File: config.mk
export PLATFORM = sky130hd
export DESIGN_NAME = lfsr_gen_flat
export DESIGN_NICKNAME = d
export VERILOG_FILES = /design/src/rtl/lfsr_gen_if.sv /design/src/rtl/lfsr_gen.sv /design/src/flat_wrapper.sv
export SDC_FILE = /design/constraint.sdc
export NUM_CORES = 1
export LEC_CHECK = 0
export CAP_MARGIN = 25
export CORE_MARGIN = 4
export CORE_UTILIZATION = 40
export DETAILED_ROUTE_END_ITERATION = 8
export GPL_ROUTABILITY_DRIVEN = 1
export MAX_ROUTING_LAYER = met4
export PLACE_DENSITY_LB_ADDON = 0.08
export SLEW_MARGIN = 20
export SYNTH_ARGS = -nofsm -noshare
export SYNTH_HDL_FRONTEND = slang
export SYNTH_SLANG_ARGS = --single-unit
File: constraint.sdc
create_clock -name clk -period 2.2 [get_ports clk]
set_clock_uncertainty 0.2 [all_clocks]
set_input_delay 0.33 -clock clk [delete_from_list [all_inputs] [get_ports clk]]
set_output_delay 0.33 -clock clk [all_outputs]
set_load 0.01 [all_outputs]
File: src/rtl/lfsr_gen_if.sv
// Bus bundle for lfsr_gen: step/load controls in, LFSR state and status out.
// Latency: none, wires only.
// Backpressure: none; the consumer samples every cycle.
//
// Signals (names from the generator's point of view):
//   en_i       advance one step this cycle
//   load_i     load seed_in_i this cycle (overrides en_i)
//   seed_in_i  runtime seed, WIDTH bits
//   out_o      current LFSR state
//   bit_out_o  serial output, MSB of out_o
//   wrap_o     one-cycle pulse when the state returns to its start value
//   period_o   step count of the last completed orbit
//   seed_err_o sticky flag, a zero seed was rejected
interface lfsr_gen_if #(
    parameter int unsigned WIDTH = 4
);
    logic             en_i;
    logic             load_i;
    logic [WIDTH-1:0] seed_in_i;
    logic [WIDTH-1:0] out_o;
    logic             bit_out_o;
    logic             wrap_o;
    logic [WIDTH-1:0] period_o;
    logic             seed_err_o;

    // Stimulus side: drives the controls, observes the state.
    modport master (
        output en_i, load_i, seed_in_i,
        input  out_o, bit_out_o, wrap_o, period_o, seed_err_o
    );

    // Generator side.
    modport slave (
        input  en_i, load_i, seed_in_i,
        output out_o, bit_out_o, wrap_o, period_o, seed_err_o
    );
endinterface

File: src/rtl/lfsr_gen.sv
// Parametrised Fibonacci/Galois LFSR with seed load, zero-seed guard and period measurement.
// Latency: out, wrap, period, seed_err update one cycle after the en/load sample.
// Backpressure: none; load beats en, en beats hold, every cycle is accepted.
//
// Ports:
//   clk    clock, rising edge
//   rst_n  asynchronous active-low reset
//   bus    lfsr_gen_if.slave (en/load/seed_in in; out/bit_out/wrap/period/seed_err out)
module lfsr_gen #(
    parameter int unsigned      WIDTH = 4,
    parameter logic [WIDTH-1:0] TAPS  = 4'b1001,
    parameter bit               MODE  = 1'b0,      // 0 = Fibonacci, 1 = Galois
    parameter logic [WIDTH-1:0] SEED  = 4'b0001
) (
    input  logic     clk,
    input  logic     rst_n,
    lfsr_gen_if.slave bus
);

    // Parameter legality, rejected at elaboration.
    generate
        if (WIDTH < 3 || WIDTH > 32) begin : g_bad_width
            $error("lfsr_gen: WIDTH must be within 3..32");
        end
        if (TAPS[WIDTH-1] != 1'b1) begin : g_bad_taps
            $error("lfsr_gen: TAPS[WIDTH-1] must be 1");
        end
        if (SEED == '0) begin : g_bad_seed
            $error("lfsr_gen: SEED must be nonzero");
        end
    endgenerate

    logic [WIDTH-1:0] out_q,    out_d;
    logic [WIDTH-1:0] start_q,  start_d;   // value the orbit must return to
    logic [WIDTH-1:0] count_q,  count_d;   // enabled steps since start
    logic [WIDTH-1:0] period_q, period_d;
    logic             wrap_q,   wrap_d;
    logic             err_q,    err_d;
    logic [WIDTH-1:0] step_w;

    // One LFSR step from the current state.
    generate
        if (MODE == 1'b0) begin : g_fib
            logic fb_w;
            assign fb_w   = ^(out_q & TAPS);
            assign step_w = {out_q[WIDTH-2:0], fb_w};
        end else begin : g_gal
            assign step_w = (out_q >> 1) ^ (out_q[0] ? TAPS : '0);
        end
    endgenerate

    always_comb begin
        out_d    = out_q;
        start_d  = start_q;
        count_d  = count_q;
        period_d = period_q;
        wrap_d   = 1'b0;
        err_d    = err_q;

        if (bus.load_i) begin
            // A zero seed would lock the register at zero; fall back to SEED.
            if (bus.seed_in_i != '0) begin
                out_d   = bus.seed_in_i;
                start_d = bus.seed_in_i;
                err_d   = 1'b0;
            end else begin
                out_d   = SEED;
                start_d = SEED;
                err_d   = 1'b1;
            end
            count_d = '0;
        end else if (bus.en_i) begin
            out_d = step_w;
            // The orbit is at most 2^WIDTH-1 long, so count+1 always fits.
            if (step_w == start_q) begin
                wrap_d   = 1'b1;
                period_d = count_q + WIDTH'(1);
                count_d  = '0;
            end else begin
                count_d  = count_q + WIDTH'(1);
            end
        end
    end

    always_ff @(posedge clk or negedge rst_n) begin
        if (!rst_n) begin
            out_q    <= SEED;
            start_q  <= SEED;
            count_q  <= '0;
            period_q <= '0;
            wrap_q   <= 1'b0;
            err_q    <= 1'b0;
        end else begin
            out_q    <= out_d;
            start_q  <= start_d;
            count_q  <= count_d;
            period_q <= period_d;
            wrap_q   <= wrap_d;
            err_q    <= err_d;
        end
    end

    assign bus.out_o      = out_q;
    assign bus.bit_out_o  = out_q[WIDTH-1];
    assign bus.wrap_o     = wrap_q;
    assign bus.period_o   = period_q;
    assign bus.seed_err_o = err_q;

endmodule

File: src/flat_wrapper.sv
// flat-port wrapper written by rule: the top's interface ports become plain ports
module lfsr_gen_flat 
#(
    parameter int unsigned      WIDTH = 4,
    parameter logic [WIDTH-1:0] TAPS  = 4'b1001,
    parameter bit               MODE  = 1'b0,                                  
    parameter logic [WIDTH-1:0] SEED  = 4'b0001
)
  (clk, rst_n, bus_en_i, bus_load_i, bus_seed_in_i, bus_out_o, bus_bit_out_o, bus_wrap_o, bus_period_o, bus_seed_err_o);
  lfsr_gen_if #(.WIDTH(WIDTH)) bus_i ();
  input  logic clk;
  input  logic rst_n;
  input wire logic [$bits(bus_i.en_i)-1:0] bus_en_i;
  input wire logic [$bits(bus_i.load_i)-1:0] bus_load_i;
  input wire logic [$bits(bus_i.seed_in_i)-1:0] bus_seed_in_i;
  output wire logic [$bits(bus_i.out_o)-1:0] bus_out_o;
  output wire logic [$bits(bus_i.bit_out_o)-1:0] bus_bit_out_o;
  output wire logic [$bits(bus_i.wrap_o)-1:0] bus_wrap_o;
  output wire logic [$bits(bus_i.period_o)-1:0] bus_period_o;
  output wire logic [$bits(bus_i.seed_err_o)-1:0] bus_seed_err_o;
  assign bus_i.en_i = bus_en_i;
  assign bus_i.load_i = bus_load_i;
  assign bus_i.seed_in_i = bus_seed_in_i;
  assign bus_out_o = bus_i.out_o;
  assign bus_bit_out_o = bus_i.bit_out_o;
  assign bus_wrap_o = bus_i.wrap_o;
  assign bus_period_o = bus_i.period_o;
  assign bus_seed_err_o = bus_i.seed_err_o;
  lfsr_gen #(.WIDTH(WIDTH), .TAPS(TAPS), .MODE(MODE), .SEED(SEED)) u_core (.clk(clk), .rst_n(rst_n), .bus(bus_i));
endmodule
---- Word level (Yosys, flattened, before mapping) ----
Cells that the tools add are included.
storage, ports and cells
  register bits ........................... 18
  bits in latches ......................... 0
  memory bits (writable) .................. 0
  memory bits (read-only) ................. 0
  input bits .............................. 8
  output and inout bits ................... 11
  memories ................................ 0
operators by class
  $add $sub $neg .......................... 1
  $mul .................................... 0
  divide/modulo/power cells ............... 0
  order comparisons ....................... 0
  equality and inequality tests ........... 1
  shift-type cells ........................ 0
  multiplexer cells ....................... 10
  bitwise gates (word level) .............. 1
  reductions and logical operators ........ 4
operator list
  kind                                          number
  2-to-1 mux 4 bit                              6
  adder 4 x 1 -> 4 bit (second input constant)  1
  == test 4 bit                                 1
  2-to-1 mux 1 bit                              4
  nonzero test 4 bit                            1
  XOR reduction 4 bit                           1
  AND reduction 3 bit                           1
  nonzero test 2 bit                            1
  NOT 1 bit                                     1

---- Depth between registers and ports, before layout ----
Gate-level depths: netlist (run 1).
  depth in word-level cells ............... 5
  mapped depth ............................ 5
  mapped depth without buffers ............ 5

---- Least setup slack after synthesis (run 1) ----
No wires, ideal clock.
  path kind ............................... register to register
  from .................................... register u_core.out_q[3] (netlist: u_core.bus.out_o[3])
  to ...................................... register u_core.period_q[1] (netlist: u_core.bus.period_o[1])
  library setup time ...................... 0.125 ns
  arrival time ............................ 1.612 ns
  setup slack ............................. 0.263 ns
  cell stages (with the launch flop) ...... 5
  path buffers ............................ 0
  period minus slack after synthesis ...... 1.937 ns
  cell sequence ........................... dfrtp_1 > xnor3_2 > nand4_4 > nor3b_4 > mux2_4
between the ends
  word-level cells in the longest chain between the ends .. 3
RTL lines
  element                               line            RTL
  start, declared                       lfsr_gen.sv:33  logic [WIDTH-1:0] out_q, out_d;
  start signal, assigned                lfsr_gen.sv:94  out_q <= out_d;
  XOR reduction 4 bit                   lfsr_gen.sv:45  assign fb_w = ^(out_q & TAPS);
  == test 4 bit                         lfsr_gen.sv:75  if (step_w == start_q) begin
  AND reduction 3 bit (no source line)  n/a
  end signal, assigned                  lfsr_gen.sv:97  period_q <= period_d;
  end, declared                         lfsr_gen.sv:36  logic [WIDTH-1:0] period_q, period_d;
Every way passes these cells.
A chain may end at the register's enable or synchronous reset.

---- Final worst setup path (run 1) ----
  from .................................... register u_core.out_q[0] (netlist: u_core.bus.out_o[0])
  to ...................................... register u_core.period_q[1] (netlist: u_core.bus.period_o[1])
between the ends
  word-level cells in the longest chain between the ends .. 3
RTL lines
  element                                 line
  XOR reduction 4 bit                     lfsr_gen.sv:45
  == test 4 bit *                         lfsr_gen.sv:75
  AND reduction 3 bit (no source line) *  n/a
Every way passes the cells marked *; elsewhere a longest branch is shown, timed or not.

==> results.cfg, run 1 <==
[clocking]
postCtsSetupRepairBufs = 0
clk_path_buf_depth = 2
clk_latency_ns = 0.29
cts_sinks = 18
htreeDepth = 1
hold_buffers = 0
cts_resized = 0
cts-root-buf = clkbuf_4
cts_buffers = 3
clk_pin_slew_ns = 0.10
cts_tree = done

[setup_path]
critPathMaxStageDelay_ns = 0.60
start_kind = flop
crit_fanout = 5
critPathKind = flop to flop
r2r_slack_ns = 0.21
path_cells = xnor3_2 -> nand4_4 -> nor3b_4 -> mux2_4
required_ns = 2.18
worstPathArrival_ns = 1.96
worstSetupEndpointType = flop
rr_worst_depth = 4
crit_slowest_cell = dfstp_2

[grt]
met2_usage_pct = 17.1
grt-ovfl-total = 0
grt_use_met1_pct = 20.6
grt_pass1_wl_um = 2750
grt_max_degree = 19
busiest_layer = met1
antenna_found_initial = 0
met3_usage_pct = 5.72
grt_usage_pct = 14.1
first_global_vias = 560

[timing]
hold_viol_final = 0
drv_slew = 0
tns_ns = 0
slew_headroom_pct = 76.8
min_period_ns = 1.99
fmax_ghz = 0.504
setup_viol = 0
fin_crit_sh_pct = 90.3
worst_pin_slew_ns = 0.347
rsz0062_at_grt = false

[drt]
ant_nets = 0
wl_per_cell_um = 13.3
dr.pass1.iters = 4
drt_iter0_drc = 9
wirelength_um = 1650
route.detailed.drc = 0
viasPerCell = 4.80
via_count = 595

[synth]
avgSynthCellArea_sq_um = 11.5
yosys_warnings = 0
synth_top_area_cell = dfrtp_1
ys_seq_area_share_pct = 52.3
netlist_area_sq_um = 866
synthCells = 75
synth.top_cell.area_share_pct = 46.2
synth_area_leaders = dfrtp_1 (46%), dfstp_2 (6.1%), mux2i_1 (5.8%)
syn_nets = 84
synth_cell_types = 24
synth_seq_cells = 18

[cells_and_area]
area_growth_pct = 28.6
stdcell_area_sq_um = 1110
antennaDiodeCount = 0
fin_cells = 124
post-route-util_pct = 55.6
nNetsFinal = 107
drive_above_1_share_pct = 14.4

[die]
core-area_sq_um = 2000
die-area_sq_um = 2970
rows = 16
die_y_um = 54.5
die_x_um = 54.5
start_util_pct = 43.2
num_io_pins = 19

[run_status]
outcome = finished, final reports clean

[place]
place_area_sq_um = 1090
port_buffers = 18
dpl.cell_count = 120
gp_congestion = 0.743

[power]
ir_worst_vdd_v = 0.000462
powerDensity_nw_per_um2 = 692
p_leak_nw = 0.496

[min_path]
hold_class = input pin to asynchronous set/reset pin

[run]
cap_violations = 0
## worst max-delay path, delay by kind of cell (launching register included)
family / cells / cell delay, ns
simple gates: 2 / 0.50
mux: 1 / 0.33
xor+xnor: 1 / 0.25
flops: 1 / 0.60
## registers in the layout, summed over array words and instances, names as in the netlist
name / cells
u_core.bus.out_o: 4
u_core.bus.period_o: 4
u_core.bus.seed_err_o: 1
u_core.bus.wrap_o: 1
u_core.count_q: 4
u_core.start_q: 4
## cell usage in the layout, fill, tap and decap left out, drive strengths merged
| cell | count |
|---|---|
| clkdlybuf4s50 | 18 |
| dfrtp | 16 |
| o21ai | 6 |
| mux2i | 5 |
| nand2 | 5 |
| inv | 5 |
| a21oi | 5 |
| xnor2 | 4 |
| nor2 | 4 |
| clkbuf | 4 |
| mux2 | 3 |
| nand3 | 3 |
| nand2b | 3 |
| buf | 3 |
| nor3 | 2 |
| xor2 | 2 |
| dfstp | 2 |
| xnor3 | 1 |
| nand4 | 1 |
| nor3b | 1 |
| a22o | 1 |
| nor2b | 1 |
| nand3b | 1 |
| ha | 1 |
## synth_stat cells
cell,n
nor3b_4,1
nand2b_1,3
inv_1,5
xnor2_1,4
nand3_1,3
nor2b_1,1
nand4_4,1
ha_1,1
nor2_1,4
xnor3_2,1
nand2_1,5
nor3_1,2
o21ai_0,6
dfrtp_1,16
dfstp_2,2
mux2_4,3
a21oi_1,5
a22o_1,1
buf_1,1
clkbuf_1,1
xor2_1,2
buf_4,1
mux2i_1,5
nand3b_1,1
## power by group
group | total [mW] | switching [mW] | internal (mW)
combinational | 0.203 | 0.0848 | 0.119
clock | 0.165 | 0.0942 | 0.0705
sequential | 0.402 | 0.0319 | 0.370
total | 0.770 | 0.211 | 0.560
## per-stage QoR
stage | hold WS, ns | setup slack [ns] | power (mW)
after floorplan | -0.166 | 0.263 | 0.515
after CTS | 0.154 | 0.202 | 0.783
final | 0.158 | 0.214 | 0.770
after detailed placement | 0.295 | 0.207 | 0.616
after global placement | 0.284 | 0.261 | 0.612
after global routing | 0.157 | 0.141 | 0.825
## metal layers
| metal | routed length [um] | vias to the layer above |
|---|---|---|
| li1 | - | 296 |
| met1 | 828 | 280 |
| met2 | 705 | 15 |
| met3 | 88 | 4 |
| met4 | 23 | 0 |
| met5 | 0 | - |
## cell type report
type                       count  area [sq um]
clock buffer                   4          26.3
fill                         186           888
inverter                       5          18.8
multi-input combinational     49           379
sequential                    18           453
tap                           27          33.8
timing repair buffer          21           203
## final timing paths
kind / startpoint / to
max reg2reg: u_core.bus.out_o[0] / u_core.bus.period_o[1]
min: rst_n / u_core.bus.out_o[1]
min in group clk: u_core.start_q[0] / u_core.start_q[0]
max in group asynchronous: rst_n / u_core.bus.out_o[0]
max: u_core.bus.out_o[0] / u_core.bus.period_o[1]
min reg2reg: u_core.start_q[0] / u_core.start_q[0]
## kinds of logic (layout without fill, tap and decap cells)
kind of cell | count (synthesis) | count (layout) | share of synthesized area (%)
buffers and inverters | 8 | 30 | 3.90
AOI/OAI and AO/OA | 12 | 12 | 7.37
and+or+nand+nor | 21 | 21 | 15.2
adders and majority gates | 1 | 1 | 1.44
DFF | 18 | 18 | 52.3
xor gates and xnor gates | 7 | 7 | 8.81
muxes | 8 | 8 | 11.0
Note: power is estimated with default switching activity, not from simulation.
==> inputs of run 2 (changes only) <==
--- a/config.mk
+++ b/config.mk
@@ -12,6 +12,7 @@
 export GPL_ROUTABILITY_DRIVEN = 1
 export MAX_ROUTING_LAYER = met4
 export PLACE_DENSITY_LB_ADDON = 0.08
+export REMOVE_ABC_BUFFERS = 1
 export SLEW_MARGIN = 20
 export SYNTH_ARGS = -nofsm -noshare
 export SYNTH_HDL_FRONTEND = slang
==> run 2 against run 1 <==
Clock power increased by 23%. Critical path depth unchanged. Design area increased by 0.90%. Combinational power about the same. Die area unchanged. Non-clock buffer count unchanged. First-iteration DRC count increased by 11%. Count of clock-buffer cells in the layout unchanged.
==> results.cfg, run 2 (synthesis results as in run 1) <==
[run_status]
outcome = finished, final reports clean

[die]
die_y_um = 54.5
die-area_sq_um = 2970
core-area_sq_um = 2000
num_io_pins = 19
die_x_um = 54.5
start_util_pct = 43.2
rows = 16

[setup_path]
crit_fanout = 5
critPathKind = flop to flop
start_kind = flop
required_ns = 2.19
worstPathArrival_ns = 1.98
crit_start = u_core.bus.out_o[3]
r2r-end = u_core.bus.period_o[2]
critPathMaxStageDelay_ns = 0.44
path_cells = xnor3_2 -> nand4_4 -> nor3b_4 -> mux2_4
crit_slowest_cell = dfrtp_1
r2r_slack_ns = 0.21
worstSetupEndpointType = flop
rr_worst_depth = 4
r2r_start = u_core.bus.out_o[3]

[place]
gp_congestion = 0.678
port_buffers = 18
post-dp-hpwl_um = 1220
dpl.cell_count = 120

[drt]
viasPerCell = 4.78
wirelength_um = 1590
wl_per_cell_um = 12.9
via_count = 593
dr.pass1.iters = 6
ant_nets = 0
drt_iter0_drc = 10
route.detailed.drc = 0

[clocking]
postCtsSetupRepairBufs = 0
cts_resized = 0
clk_pin_slew_ns = 0.10
hold_buffers = 0
cts_buffers = 3
cts_sinks = 18
htreeDepth = 1
clk_latency_ns = 0.29
cts_tree = done
clk_path_buf_depth = 2
cts-root-buf = clkbuf_4

[timing]
min_period_ns = 1.99
drv_slew = 0
setup_viol = 0
fin_crit_sh_pct = 90.6
rsz0062_at_grt = false
hold_ws_ns = 0.155
worst_pin_slew_ns = 0.337
fmax_ghz = 0.502
slew_headroom_pct = 77.5
hold_viol_final = 0
tns_ns = 0

[cells_and_area]
area_growth_pct = 29.8
multi_input_area_sq_um = 379
final_cell_mix = clkdlybuf4s50_1 (18), dfrtp_1 (16), o21ai_0 (6)
final_common_cell = clkdlybuf4s50_1
post-route-util_pct = 56.1
seq_area_sq_um = 453
fin_cells = 124
nNetsFinal = 107
antennaDiodeCount = 0
fill_cells = 178
drive_above_1_share_pct = 15.5

[grt]
grt_max_degree = 19
grt_usage_pct = 14.4
grt_pass1_wl_um = 2810
first_global_vias = 585
grt-ovfl-total = 0
antenna_found_initial = 0

[power]
p_sw_share_pct = 27.1
clockPowerShare_pct = 25.1
internal_power_mw = 0.590
p_seq_share_pct = 50.0
p_sw_mw = 0.219
pwr-share-comb_pct = 25.0
ir_worst_vdd_v = 0.000394
p_leak_nw = 0.502
powerDensity_nw_per_um2 = 720

[min_path]
hold_class = input pin to asynchronous set/reset pin

[run]
cap_violations = 0
[run 2: cell types whose count changed in the layout (fill, tap and decap cells not counted)]
cell / previous run / this run
clkbuf_1: 1 / 0
clkbuf_8: 0 / 1
[run 2: layer usage]
layer / global-route usage [%] / part of all wire, %
met1: 20.5 / 54
met2: 17.1 / 41
met5: - / 0
met4: 7.47 / 0.94
met3: 5.18 / 4.3
[run 2: layout make-up]
type | count | share of cell area, %
flip-flops and latches | 18 | 40.3
multi-input cells | 49 | 33.7
repair buffers | 21 | 18.0
clock buffers | 4 | 3.23
well taps | 27 | 3.01
inverters | 5 | 1.67
[run 2: how the worst max path moves through the flow]
stage | cells past startpoint | endpoint | slack (ns)
floorplan | 4 | u_core.bus.period_o[1] | 0.22
global placement | 4 | u_core.bus.period_o[3] | 0.25
detailed placement | 4 | u_core.bus.period_o[1] | 0.20
CTS | 4 | u_core.bus.period_o[2] | 0.18
global route | 4 | u_core.bus.period_o[1] | 0.11
finish | 4 | u_core.bus.period_o[2] | 0.21
[run 2: stage by stage]
stage,cell area (sq um),worst slack [ns],total power [mW]
2_1_floorplan,851,0.218,0.508
3_3_place_gp,1090,0.254,0.614
3_5_place_dp,1090,0.195,0.614
4_1_cts,1120,0.183,0.822
5_1_grt,1120,0.112,0.865
6_report,1120,0.206,0.809
[run 2: power groups by stage]
stage | combinational [mW] | clock [mW] | sequential (mW)
CTS | 0.206 | 0.212 | 0.404
floorplan | 0.0916 | 0 | 0.417
global placement | 0.205 | 0 | 0.409
global route | 0.224 | 0.232 | 0.409
finish | 0.202 | 0.203 | 0.404
detailed placement | 0.205 | 0 | 0.409
[run 2: worst max-delay path: cells and delay by family, from the launching register on]
| family | cells | cell delay (ns) |
|---|---|---|
| flops | 1 | 0.44 |
| simple gates | 2 | 0.50 |
| mux | 1 | 0.33 |
| xor+xnor | 1 | 0.42 |
